--- config.mk ---
export PLATFORM = sky130hd
export DESIGN_NAME = lpbk_tx_framer
export DESIGN_NICKNAME = d
export VERILOG_FILES = /design/src/rtl/lpbk_tx_framer.sv
export SDC_FILE = /design/constraint.sdc
export NUM_CORES = 1
export LEC_CHECK = 0
export CORE_MARGIN = 3
export CORE_UTILIZATION = 61
export DETAILED_ROUTE_END_ITERATION = 8
export HOLD_SLACK_MARGIN = 0.08
export MAX_ROUTING_LAYER = met4
export PLACE_DENSITY = 0.85
export SLEW_MARGIN = 20
export SYNTH_ARGS = -nofsm -noshare
export SYNTH_HDL_FRONTEND = slang
export SYNTH_SLANG_ARGS = --single-unit
--- constraint.sdc ---
create_clock -name clk -period 18.88 [get_ports clk]
set_clock_uncertainty 0.2 [all_clocks]
set_input_delay 1.888 -clock clk [delete_from_list [all_inputs] [get_ports clk]]
set_output_delay 1.888 -clock clk [all_outputs]
set_load 0.02 [all_outputs]
--- src/rtl/lpbk_tx_framer.sv ---
// Loopback TX framer: drains header+payload qwords from the MAC FIFO
// and emits a 64-bit keep/last stream, dropping malformed frames.
module lpbk_tx_framer #(
  parameter int MAX_BYTES  = 1536,
  parameter int OBUF_DEPTH = 4
) (
  input  logic        clk,
  input  logic        reset,
  output logic        tx_fifo_rd,
  input  logic        tx_fifo_empty,
  input  logic [63:0] tx_fifo_dout,
  output logic [63:0] m_tdata,
  output logic [7:0]  m_tkeep,
  output logic        m_tlast,
  output logic        m_tvalid,
  input  logic        m_tready,
  output logic        tx_underrun,
  output logic        err_zero,
  output logic        err_oversize,
  output logic [31:0] frame_cnt,
  output logic [15:0] err_cnt
);

  localparam int PW = (OBUF_DEPTH > 1) ? $clog2(OBUF_DEPTH) : 1;
  localparam int OW = $clog2(OBUF_DEPTH + 1);

  typedef enum logic [1:0] {
    IDLE,
    HDR,
    DATA,
    DISCARD
  } state_t;

  state_t state, state_nx;

  logic [12:0] issue_left, issue_nx;
  logic [12:0] ret_left, ret_nx;
  logic [7:0]  lastkeep, lastkeep_nx;
  logic        pushed, pushed_nx;
  logic        pend;

  logic [63:0] mem_data [OBUF_DEPTH];
  logic [7:0]  mem_keep [OBUF_DEPTH];
  logic        mem_last [OBUF_DEPTH];
  logic [PW-1:0] rd_ptr, wr_ptr;
  logic [OW-1:0] occ;

  logic [15:0] bc;
  logic [16:0] bc_sum;
  logic [12:0] words;
  logic        bc_zero, bc_big;
  logic        room, can_rd;
  logic        rd, push, pop;
  logic [7:0]  push_keep;
  logic        push_last;
  logic        ezero, eovs;

  assign bc      = tx_fifo_dout[15:0];
  assign bc_sum  = {1'b0, bc} + 17'd7;
  assign words   = bc_sum[15:3];
  assign bc_zero = (bc == 16'd0);
  assign bc_big  = (int'(bc) > MAX_BYTES);

  assign room   = (int'(occ) + int'(pend)) < (OBUF_DEPTH - 1);
  assign can_rd = !tx_fifo_empty && room && !reset;

  assign m_tvalid = (occ != '0);
  assign pop      = m_tvalid && m_tready;
  assign m_tdata  = mem_data[rd_ptr];
  assign m_tkeep  = mem_keep[rd_ptr];
  assign m_tlast  = mem_last[rd_ptr];

  assign tx_fifo_rd  = rd;
  assign tx_underrun = (state == DATA) && (occ == '0) && pushed;

  function automatic logic [PW-1:0] ptr_inc(input logic [PW-1:0] p);
    if (int'(p) == OBUF_DEPTH - 1)
      return '0;
    return p + PW'(1);
  endfunction

  always_comb begin
    state_nx    = state;
    issue_nx    = issue_left;
    ret_nx      = ret_left;
    lastkeep_nx = lastkeep;
    pushed_nx   = pushed;
    rd          = 1'b0;
    push        = 1'b0;
    push_keep   = 8'hFF;
    push_last   = 1'b0;
    ezero       = 1'b0;
    eovs        = 1'b0;
    unique case (state)
      IDLE: begin
        if (can_rd) begin
          rd       = 1'b1;
          state_nx = HDR;
        end
      end
      HDR: begin
        pushed_nx = 1'b0;
        if (bc[2:0] == 3'd0)
          lastkeep_nx = 8'hFF;
        else
          lastkeep_nx = (8'h1 << bc[2:0]) - 8'h1;
        if (bc_zero) begin
          ezero    = 1'b1;
          state_nx = IDLE;
        end else if (bc_big) begin
          eovs     = 1'b1;
          issue_nx = words;
          ret_nx   = words;
          state_nx = DISCARD;
        end else begin
          // first payload read overlaps header decode
          rd       = can_rd;
          issue_nx = words - {12'd0, can_rd};
          ret_nx   = words;
          state_nx = DATA;
        end
      end
      DATA: begin
        if (issue_left != '0 && can_rd) begin
          rd       = 1'b1;
          issue_nx = issue_left - 13'd1;
        end
        if (pend) begin
          push      = 1'b1;
          pushed_nx = 1'b1;
          ret_nx    = ret_left - 13'd1;
          if (ret_left == 13'd1) begin
            push_keep = lastkeep;
            push_last = 1'b1;
            state_nx  = IDLE;
            // fetch next header while the last word lands
            if (can_rd) begin
              rd       = 1'b1;
              state_nx = HDR;
            end
          end
        end
      end
      DISCARD: begin
        if (issue_left != '0 && can_rd) begin
          rd       = 1'b1;
          issue_nx = issue_left - 13'd1;
        end
        if (pend)
          ret_nx = ret_left - 13'd1;
        if (ret_left == '0 || (pend && ret_left == 13'd1))
          state_nx = IDLE;
      end
      default: state_nx = IDLE;
    endcase
  end

  always_ff @(posedge clk) begin
    if (reset) begin
      state      <= IDLE;
      issue_left <= '0;
      ret_left   <= '0;
      lastkeep   <= 8'hFF;
      pushed     <= 1'b0;
      pend       <= 1'b0;
    end else begin
      state      <= state_nx;
      issue_left <= issue_nx;
      ret_left   <= ret_nx;
      lastkeep   <= lastkeep_nx;
      pushed     <= pushed_nx;
      pend       <= rd;
    end
  end

  always_ff @(posedge clk) begin
    if (reset) begin
      rd_ptr <= '0;
      wr_ptr <= '0;
      occ    <= '0;
      for (int i = 0; i < OBUF_DEPTH; i++) begin
        mem_data[i] <= '0;
        mem_keep[i] <= '0;
        mem_last[i] <= 1'b0;
      end
    end else begin
      if (push) begin
        mem_data[wr_ptr] <= tx_fifo_dout;
        mem_keep[wr_ptr] <= push_keep;
        mem_last[wr_ptr] <= push_last;
        wr_ptr           <= ptr_inc(wr_ptr);
      end
      if (pop)
        rd_ptr <= ptr_inc(rd_ptr);
      occ <= occ + OW'(push) - OW'(pop);
    end
  end

  always_ff @(posedge clk) begin
    if (reset) begin
      frame_cnt    <= '0;
      err_cnt      <= '0;
      err_zero     <= 1'b0;
      err_oversize <= 1'b0;
    end else begin
      err_zero     <= ezero;
      err_oversize <= eovs;
      if (pop && m_tlast)
        frame_cnt <= frame_cnt + 32'd1;
      if ((ezero || eovs) && err_cnt != 16'hFFFF)
        err_cnt <= err_cnt + 16'd1;
    end
  end

endmodule
Word-level counts from Yosys, hierarchy flattened
Memory sizes are Yosys's and may differ from the RTL's. A register that Yosys moved wholly into a read port is not among the register bits.
Index checks and enable logic that the tools add are counted.
{"block": "op_classes", "order_cmp": 2, "n_shift": 1, "n_eq_ne": 14, "add_sub_neg": 12, "n_reduce_logical": 30, "n_mux": 69}
{"operator": "$mux W13", "count": 5}
{"operator": "$mux W64", "count": 1}
{"operator": "$reduce_or A64 Y1", "count": 1}
{"operator": "$pmux W13 S2", "count": 2}
{"operator": "$mux W8", "count": 5}
{"operator": "$mux W2", "count": 18}
{"operator": "$mux W1", "count": 35}
{"operator": "$add A32 B1 Y32 const B", "count": 1}
{"operator": "$sub A13 B1 Y13 const B", "count": 2}
{"operator": "$add A16 B1 Y16 const B", "count": 1}
{"operator": "$add A16 B3 Y16 const B", "count": 1}
{"operator": "$gt A16 B11 Y1 const B", "count": 1}
{"operator": "$logic_not A16 Y1", "count": 1}
{"operator": "$ne A16 B16 Y1 const B", "count": 1}
{"operator": "$eq A13 B1 Y1 const B", "count": 1}
{"operator": "$logic_not A13 Y1", "count": 1}
{"operator": "$reduce_bool A13 Y1", "count": 1}
{"operator": "$sub A13 B1 Y13", "count": 1}
{"operator": "$logic_and A1 B1 Y1", "count": 9}
{"operator": "$ne A2 B2 Y1 const B", "count": 4}
{"operator": "$pmux W2 S4", "count": 1}
{"operator": "$reduce_or A8 Y1", "count": 1}
{"operator": "$shl A1 B3 Y8 const A", "count": 1}
{"operator": "$sub A8 B1 Y8 const B", "count": 1}
{"operator": "other kinds (21)", "count": 32}
{"block": "totals", "wordCells": 144, "reg_bits": 95, "n_memories": 3, "output_inout_bits": 126, "ramBits": 292, "in_bits": 68}
{"name": "mem_data", "words": 4, "word_bits": 64, "read_ports": 1, "rd_clocked_by_memory_dff": 1, "wr": 4, "line": "42", "source": "logic [63:0] mem_data [OBUF_DEPTH];"}
{"name": "mem_keep", "words": 4, "word_bits": 8, "read_ports": 1, "rd_clocked_by_memory_dff": 1, "wr": 4, "line": "43", "source": "logic [7:0] mem_keep [OBUF_DEPTH];"}
{"name": "mem_last", "words": 4, "word_bits": 1, "read_ports": 1, "rd_clocked_by_memory_dff": 1, "wr": 4, "line": "44", "source": "logic mem_last [OBUF_DEPTH];"}

Depth between registers and ports, before layout
Gate-level depths: netlist of the first run.
{"block": "depth", "word_depth": 10, "depth_mapped": 11, "mapped_depth_nobuf": 11}

Worst setup path before layout of the first run
Ideal clock, no wire load.
{"block": "synth_timing", "path_kind": "reg-to-reg", "from": "reg state[1]", "to": "mem mem_data[3][0], enable pin", "path_slack_ns": 11.878, "path_stages_with_launch": 6, "path_buffers": 1, "arrival_ns": 6.197, "path_cell_list": "dfxtp_1 > buf_2 > clkinv_1 > nor2_1 > nand2_1 > o21ai_0"}
{"element": "start, declared", "line": "34", "source": "state_t state, state_nx;"}
{"element": "start signal, assigned", "line": "167", "source": "state <= state_nx;"}
{"element": "end, declared", "line": "42"}

Worst setup path in the final report of the first run
{"block": "layout_timing", "from": "in tx_fifo_dout[14]", "to": "out tx_fifo_rd"}
{"block": "layout_via", "elab_chain_len": 4, "elab_cells_between_ends": 5, "classes_between": "order compare: 1; mux: 3; reduce/logical: 1"}
{"element": "start, declared", "line": "11", "source": "input logic [63:0] tx_fifo_dout,"}
{"element": "$gt A16 B11 Y1", "line": "62", "source": "assign bc_big = (int'(bc) > MAX_BYTES);"}
{"element": "$mux W1", "line": "110", "source": "end else if (bc_big) begin"}
{"element": "$mux W1 (*)", "line": "107", "source": "if (bc_zero) begin"}
{"element": "$pmux W1 S4 (*)", "line": "94", "source": "unique case (state)"}
{"element": "end, declared", "line": "9", "source": "output logic tx_fifo_rd,"}
Mark *: on every way between the ends. The rest lies on a longest branch, timed or not.

==> results.cfg, run 1 <==
[outcome]
status = finished, final reports clean

[synthesis]
async_flop_share_pct = 0
ys_warn_count = 0
syn_area_um2 = 17700
synth-seq-cells = 388
syn_avg_cell_area_um2 = 12.6
synthFlopType = edfxtp_1
syn-num-nets = 1490
synth_cell_types = 68
synthCells = 1406
synth_edf_count = 292
seq_area_frac_synth_pct = 60.4

[sta]
finalSetupViolations = 0
fin_setup_tns_ps = 0
worst_pin_slew_ps = 1090
fmax_mhz = 144
max_slew_margin_pct = 27.4
layout_min_cycle_time_ps = 6930
period_share_pct = 36.7
hold_viol = 0
slew_viol_final = 0
rsz0062_at_grt = no

[setup_path]
rr_worst_depth = 7
crit_path_start_kind = input pin
max_stage_delay_ps = 560
crit_chain = clkdlybuf4s50_1 > nor4_1 > nor2b_1 > a31oi_1 > buf_4 > a221oi_1 > nor2_1 > clkdlybuf4s50_1
startpoint = tx_fifo_dout[14]
cp.arrival_ps = 4840
worstSetupPathType = input pin to output pin
crit_buf_inv = 3
crit_required_ps = 16790
crit_fanout = 16
worst_path_max_delay_cell = nor4_1
path_depth = 8
crit_family = buffers and inverters
r2r_setup_slack_ps = 14770
rr_endpoint = mem_data[1][31]
end_kind = output pin
cpMostUsedCell = clkdlybuf4s50_1
crit_end = tx_fifo_rd
r2r_start = state[1]

[cts]
cts_tree = yes
clk_pin_slew_ps = 60
post_cts_buffers = 0
clkSinkCount = 388
cts_buffers = 40
cts_resized = 0
clockBufferDepth = 3
clock_latency_ps = 520
ctsHoldBuffers = 0
cts_root_buf = clkbuf_16
htreeDepth = 2

[final_layout]
area_growth_pct = 20.0
fin_cells = 1977
final.fill_count = 1770
drive_gt1_share_pct = 10.5
nets = 1654
antenna_cells = 0
final_cell_area_um2 = 21300

[drt]
routed_wl_um = 40400
ant_nets = 0
drtIter0Drc = 1042
wl_per_cell_um = 20.4
route.vias.total = 11800
drtPass1Iterations = 5
drc = 0
avgViaCountPerCell = 5.95

[die]
die_x_um = 176
top_level_ports = 194
die-area_um2 = 31100
die_h_um = 176
start_util_pct = 62.9
row_count = 61
core_um2 = 28200

[job]
maxCapViolCount = 0

[placement]
gp_congestion = 0.925
dpl.hpwl_um = 24400
port_buffers = 193
place_area_um2 = 19900
place_inst = 1905

[pwr]
power_mw = 2.44
ir_drop_mv = 0.157
cellPowerDensity_nw_per_um2 = 115
p_leak_nw = 7.56

[global_route]
first_global_vias = 11900
grt.overflow.total = 0
grt_pass1_wl_um = 64300
grt_max_degree = 88
grt_use_total_pct = 27.0
antenna_found_initial = 0

[worst_hold_path]
hold_class = flip-flop to flip-flop
==> synthesized netlist by cell type, types with 7 or more instances <==
master / count / area share (%)
inv_1: 21 / 0.45
nand4_1: 12 / 0.42
and4_1: 7 / 0.35
xnor2_1: 29 / 1.4
buf_1: 13 / 0.28
ha_1: 15 / 1.1
nor2_1: 137 / 2.9
nand3_1: 40 / 1.1
xor2_1: 17 / 0.84
a21oi_1: 46 / 1.3
mux2i_1: 8 / 0.45
nor4_1: 10 / 0.35
and2_1: 254 / 9.0
or3_1: 23 / 0.81
nor3_1: 26 / 0.73
dfxtp_1: 96 / 11
nand2_1: 79 / 1.7
edfxtp_1: 292 / 50
mux4_2: 73 / 9.3
clkbuf_1: 62 / 1.3
o21ai_0: 39 / 1.1
==> through the flow <==
stage	hold WS [ps]	setup WS [ps]	util [%]
5_1_grt	293	11640	75.5
6_report	259	11950	75.5
3_5_place_dp	250	11990	70.7
4_1_cts	258	11960	75.3
2_1_floorplan	232	11880	-
3_3_place_gp	250	11980	70.7
==> how the worst min path moves through the flow <==
stage	from	end	slack, ps	depth (start not counted)
floorplan	issue_left[12]	issue_left[12]	230	2
global placement	issue_left[12]	issue_left[12]	250	2
detailed placement	issue_left[12]	issue_left[12]	250	2
CTS	issue_left[12]	issue_left[12]	260	2
global route	issue_left[12]	issue_left[12]	290	2
finish	issue_left[12]	issue_left[12]	260	2
==> registers in the layout, indices dropped and copies added (netlist names), named ones only <==
name and count:
issue_left 13, err_oversize 1, wr_ptr 2, mem_last 4, err_zero 1, frame_cnt 32
lastkeep 7, state 2, mem_data 256, pushed 1, err_cnt 16, ret_left 13
mem_keep 32, occ 3, rd_ptr 2, pend 1
==> worst register-to-register path, stage by stage, from the launching register on <==
cell	delay (ps)
dfxtp_1	330
clkinv_1	440
nor2_1	520
nand3_1	460
nor2_1	220
nand2_1	360
nand2_4	410
buf_4	770
==> power by group <==
group          switching, mW  internal, mW
registers             0.0593         0.981
logic                  0.342         0.276
clock network          0.317         0.467
total                  0.719          1.72
==> area by class of cell <==
cell class | count | area [um^2] | area share, %
Inverter | 23 | 86.3 | 0.406
Tap cell | 378 | 473 | 2.22
Sequential cell | 388 | 10700 | 50.3
Multi-Input combinational cell | 911 | 6640 | 31.3
Timing Repair Buffer | 206 | 2050 | 9.65
Clock buffer | 54 | 1110 | 5.21
Clock inverter | 17 | 196 | 0.924
==> kinds of logic after synthesis <==
group | Yosys count | share of synthesized area, %
muxes | 83 | 9.86
and+or+nand+nor | 626 | 19.0
adders and majority gates | 16 | 1.17
DFF | 388 | 60.4
xor gates and xnor gates | 46 | 2.27
buffers and inverters | 107 | 2.36
AOI/OAI and AO/OA | 140 | 4.94
==> per-layer routing <==
metal / vias to the layer above / routed length [um] / global-route usage, %
li1: 5438 / - / -
met1: 5761 / 16400 / 36.1
met2: 483 / 19500 / 42.3
met3: 77 / 3430 / 6.15
met4: 0 / 1060 / 7.92
met5: - / 0 / -
==> placed cells by master, fill, tap and decap left out, types with 4 or more instances in the layout <==
master             n
edfxtp_1         292
and2_1           254
clkdlybuf4s50_1  192
nor2_1           137
dfxtp_1           94
nand2_1           76
mux4_2            73
a21oi_1           46
clkbuf_16         41
nand3_1           40
o21ai_0           38
xnor2_1           29
nor3_1            26
or3_1             23
inv_1             18
xor2_1            17
ha_1              15
nand4_1           12
buf_4             10
nor4_1             9
clkinv_1           8
mux2i_1            8
clkinv_2           8
clkbuf_1           8
and4_1             7
a211oi_1           6
and3_1             6
nand2b_1           6
or4_1              6
o22ai_1            6
nor2b_1            5
a31o_2             5
o31ai_1            4
a221oi_1           4
a22oi_1            4
bufinv_16          4
Note: power is estimated with default switching activity, not from simulation.
==> inputs of run 2 (changes only) <==
--- a/config.mk
+++ b/config.mk
@@ -6,11 +6,11 @@
 export NUM_CORES = 1
 export LEC_CHECK = 0
 export CORE_MARGIN = 3
-export CORE_UTILIZATION = 61
+export CORE_UTILIZATION = 57
 export DETAILED_ROUTE_END_ITERATION = 8
 export HOLD_SLACK_MARGIN = 0.08
 export MAX_ROUTING_LAYER = met4
-export PLACE_DENSITY = 0.85
+export PLACE_DENSITY = 0.81
 export SLEW_MARGIN = 20
 export SYNTH_ARGS = -nofsm -noshare
 export SYNTH_HDL_FRONTEND = slang
==> constraint.sdc (replaced) <==
create_clock -name clk -period 6.48 [get_ports clk]
set_clock_uncertainty 0.2 [all_clocks]
set_input_delay 0.648 -clock clk [delete_from_list [all_inputs] [get_ports clk]]
set_output_delay 0.648 -clock clk [all_outputs]
set_load 0.02 [all_outputs]
==> run 2 against run 1 <==
- cell count up 1.1%
- power rose to 2.9 times the previous value
- final area up 0.14%
- register-to-register slack worse by 12000 ps
- worst setup slack worse by 10000 ps
- sequential share of layout area down 0.068 points
- non-clock buffer count up 5
- critical path depth unchanged
- global-route usage down 1.7 points
- clock-buffer cell count down 7
- combinational power rose to 2.9 times the previous value
==> results.cfg, run 2 (same netlist as run 1, synthesis figures left out) <==
[cts]
clockBufferDepth = 3
clock_latency_ps = 520
clk_pin_slew_ps = 60
ctsHoldBuffers = 0
htreeDepth = 2
cts_buffers = 40
post_cts_buffers = 0
clkSinkCount = 388
cts_root_buf = clkbuf_16
cts_tree = yes
cts_resized = 0

[placement]
dpl.hpwl_um = 25300
port_buffers = 193
gp_congestion = 0.889
place_inst = 1922

[job]
maxCapViolCount = 0

[global_route]
antenna_found_initial = 3
grt.overflow.total = 0
grt_use_total_pct = 25.4
first_global_vias = 11900
grt_max_degree = 87
grt_pass1_wl_um = 65100

[drt]
avgViaCountPerCell = 5.88
drc = 0
wl_per_cell_um = 20.4
drtIter0Drc = 1148
ant_nets = 0
routed_wl_um = 40800
route.vias.total = 11700
drtPass1Iterations = 5

[sta]
hold_viol = 0
finalSetupViolations = 0
slew_viol_final = 0
period_share_pct = 69.8
rsz0062_at_grt = no
layout_min_cycle_time_ps = 4520
fmax_mhz = 221
worst_pin_slew_ps = 982
fin_setup_tns_ps = 0
max_slew_margin_pct = 34.3

[die]
top_level_ports = 194
core_um2 = 30100
die_x_um = 182
die_h_um = 182
row_count = 63
die-area_um2 = 33200
start_util_pct = 58.8

[pwr]
ir_drop_mv = 0.287
switching_power_mw = 2.11
seq_power_share_pct = 43.5
clock_power_share_pct = 31.2
internal_power_mw = 4.94
pwr-share-comb_pct = 25.3
p_leak_nw = 7.57
swShare_pct = 29.9
cellPowerDensity_nw_per_um2 = 331

[setup_path]
end_kind = output pin
max_stage_delay_ps = 610
crit_chain = clkdlybuf4s50_1 > nor4_1 > nor2b_1 > a31oi_1 > buf_4 > a221oi_1 > nor2_1 > clkdlybuf4s50_1
worstSetupPathType = input pin to output pin
cpMostUsedCell = clkdlybuf4s50_1
crit_required_ps = 5630
cp.arrival_ps = 3670
crit_path_start_kind = input pin
worst_path_max_delay_cell = nor4_1
crit_fanout = 16

[worst_hold_path]
hold_class = flip-flop to flip-flop

[final_layout]
area_growth_pct = 20.2
fin_cells = 1999
mostFrequentLayoutCells = 292 x edfxtp_1, 254 x and2_1, 192 x clkdlybuf4s50_1
largest_register = mem_data
post-route-util_pct = 70.7
reg_top3 = mem_data: 256 flops, frame_cnt: 32 flops, mem_keep: 32 flops
largest_reg_flops = 256
multi_input_area_um2 = 6640
drive_gt1_share_pct = 10.7
final.fill_count = 2036
final_common_cell = edfxtp_1
final-seq-area_um2 = 10700
nets = 1659

[outcome]
status = finished, final reports clean
## run 2: cell count changes in the layout (fill, tap and decap cells not counted), sizes merged
cell      delta
diode        +3
bufinv       -1
inv          +2
clkinvlp     +2
clkinv       +6
buf          +5
clkbuf       -7
## run 2: final timing paths
check | startpoint | end | slack, ps | cells after the start
max | tx_fifo_dout[14] | tx_fifo_rd | 1960 | 8
min | issue_left[12] | issue_left[12] | 270 | 2
max reg2reg | state[1] | mem_data[2][37] | 2690 | 8
min reg2reg | issue_left[12] | issue_left[12] | 270 | 2
## run 2: power groups by stage
stage	clock (mW)	combinational, mW	sequential (mW)
2_1_floorplan	0	1.24	3.00
3_3_place_gp	0	1.74	3.12
3_5_place_dp	0	1.76	3.13
4_1_cts	2.24	1.77	3.08
5_1_grt	2.34	1.93	3.10
6_report	2.20	1.78	3.06
## run 2: final cells by class
cell class | count | area share, %
antenna | 3 | 0.0353
clock buffer | 47 | 4.87
clock inverter | 26 | 0.999
inverter | 23 | 0.406
multi-input combinational | 911 | 31.2
sequential | 388 | 50.3
tap | 390 | 2.29
timing repair buffer | 211 | 9.92
## run 2: worst max-delay path, delay by kind of cell
kind | cells | cell delay (ps)
simple gates | 3 | 1130
compound gates | 2 | 560
buf+inv | 3 | 1330
## run 2: routing by layer
layer / track usage, % / vias to the layer above / wire (um)
met5: - / - / 0
met4: 6.95 / 0 / 996
met3: 4.62 / 79 / 2830
met2: 40.7 / 422 / 19900
met1: 33.8 / 5781 / 17000
li1: - / 5465 / -
## run 2: per-stage QoR
step / hold slack, ps / instance area, um^2 / worst slack [ps] / total power, mW
after floorplan: 232 / 17700 / 1460 / 4.24
after global placement: 246 / 20000 / 2060 / 4.86
after detailed placement: 265 / 20000 / 1990 / 4.89
after CTS: 277 / 21300 / 1960 / 7.09
after global routing: 300 / 21300 / 1760 / 7.37
final: 269 / 21300 / 1960 / 7.04
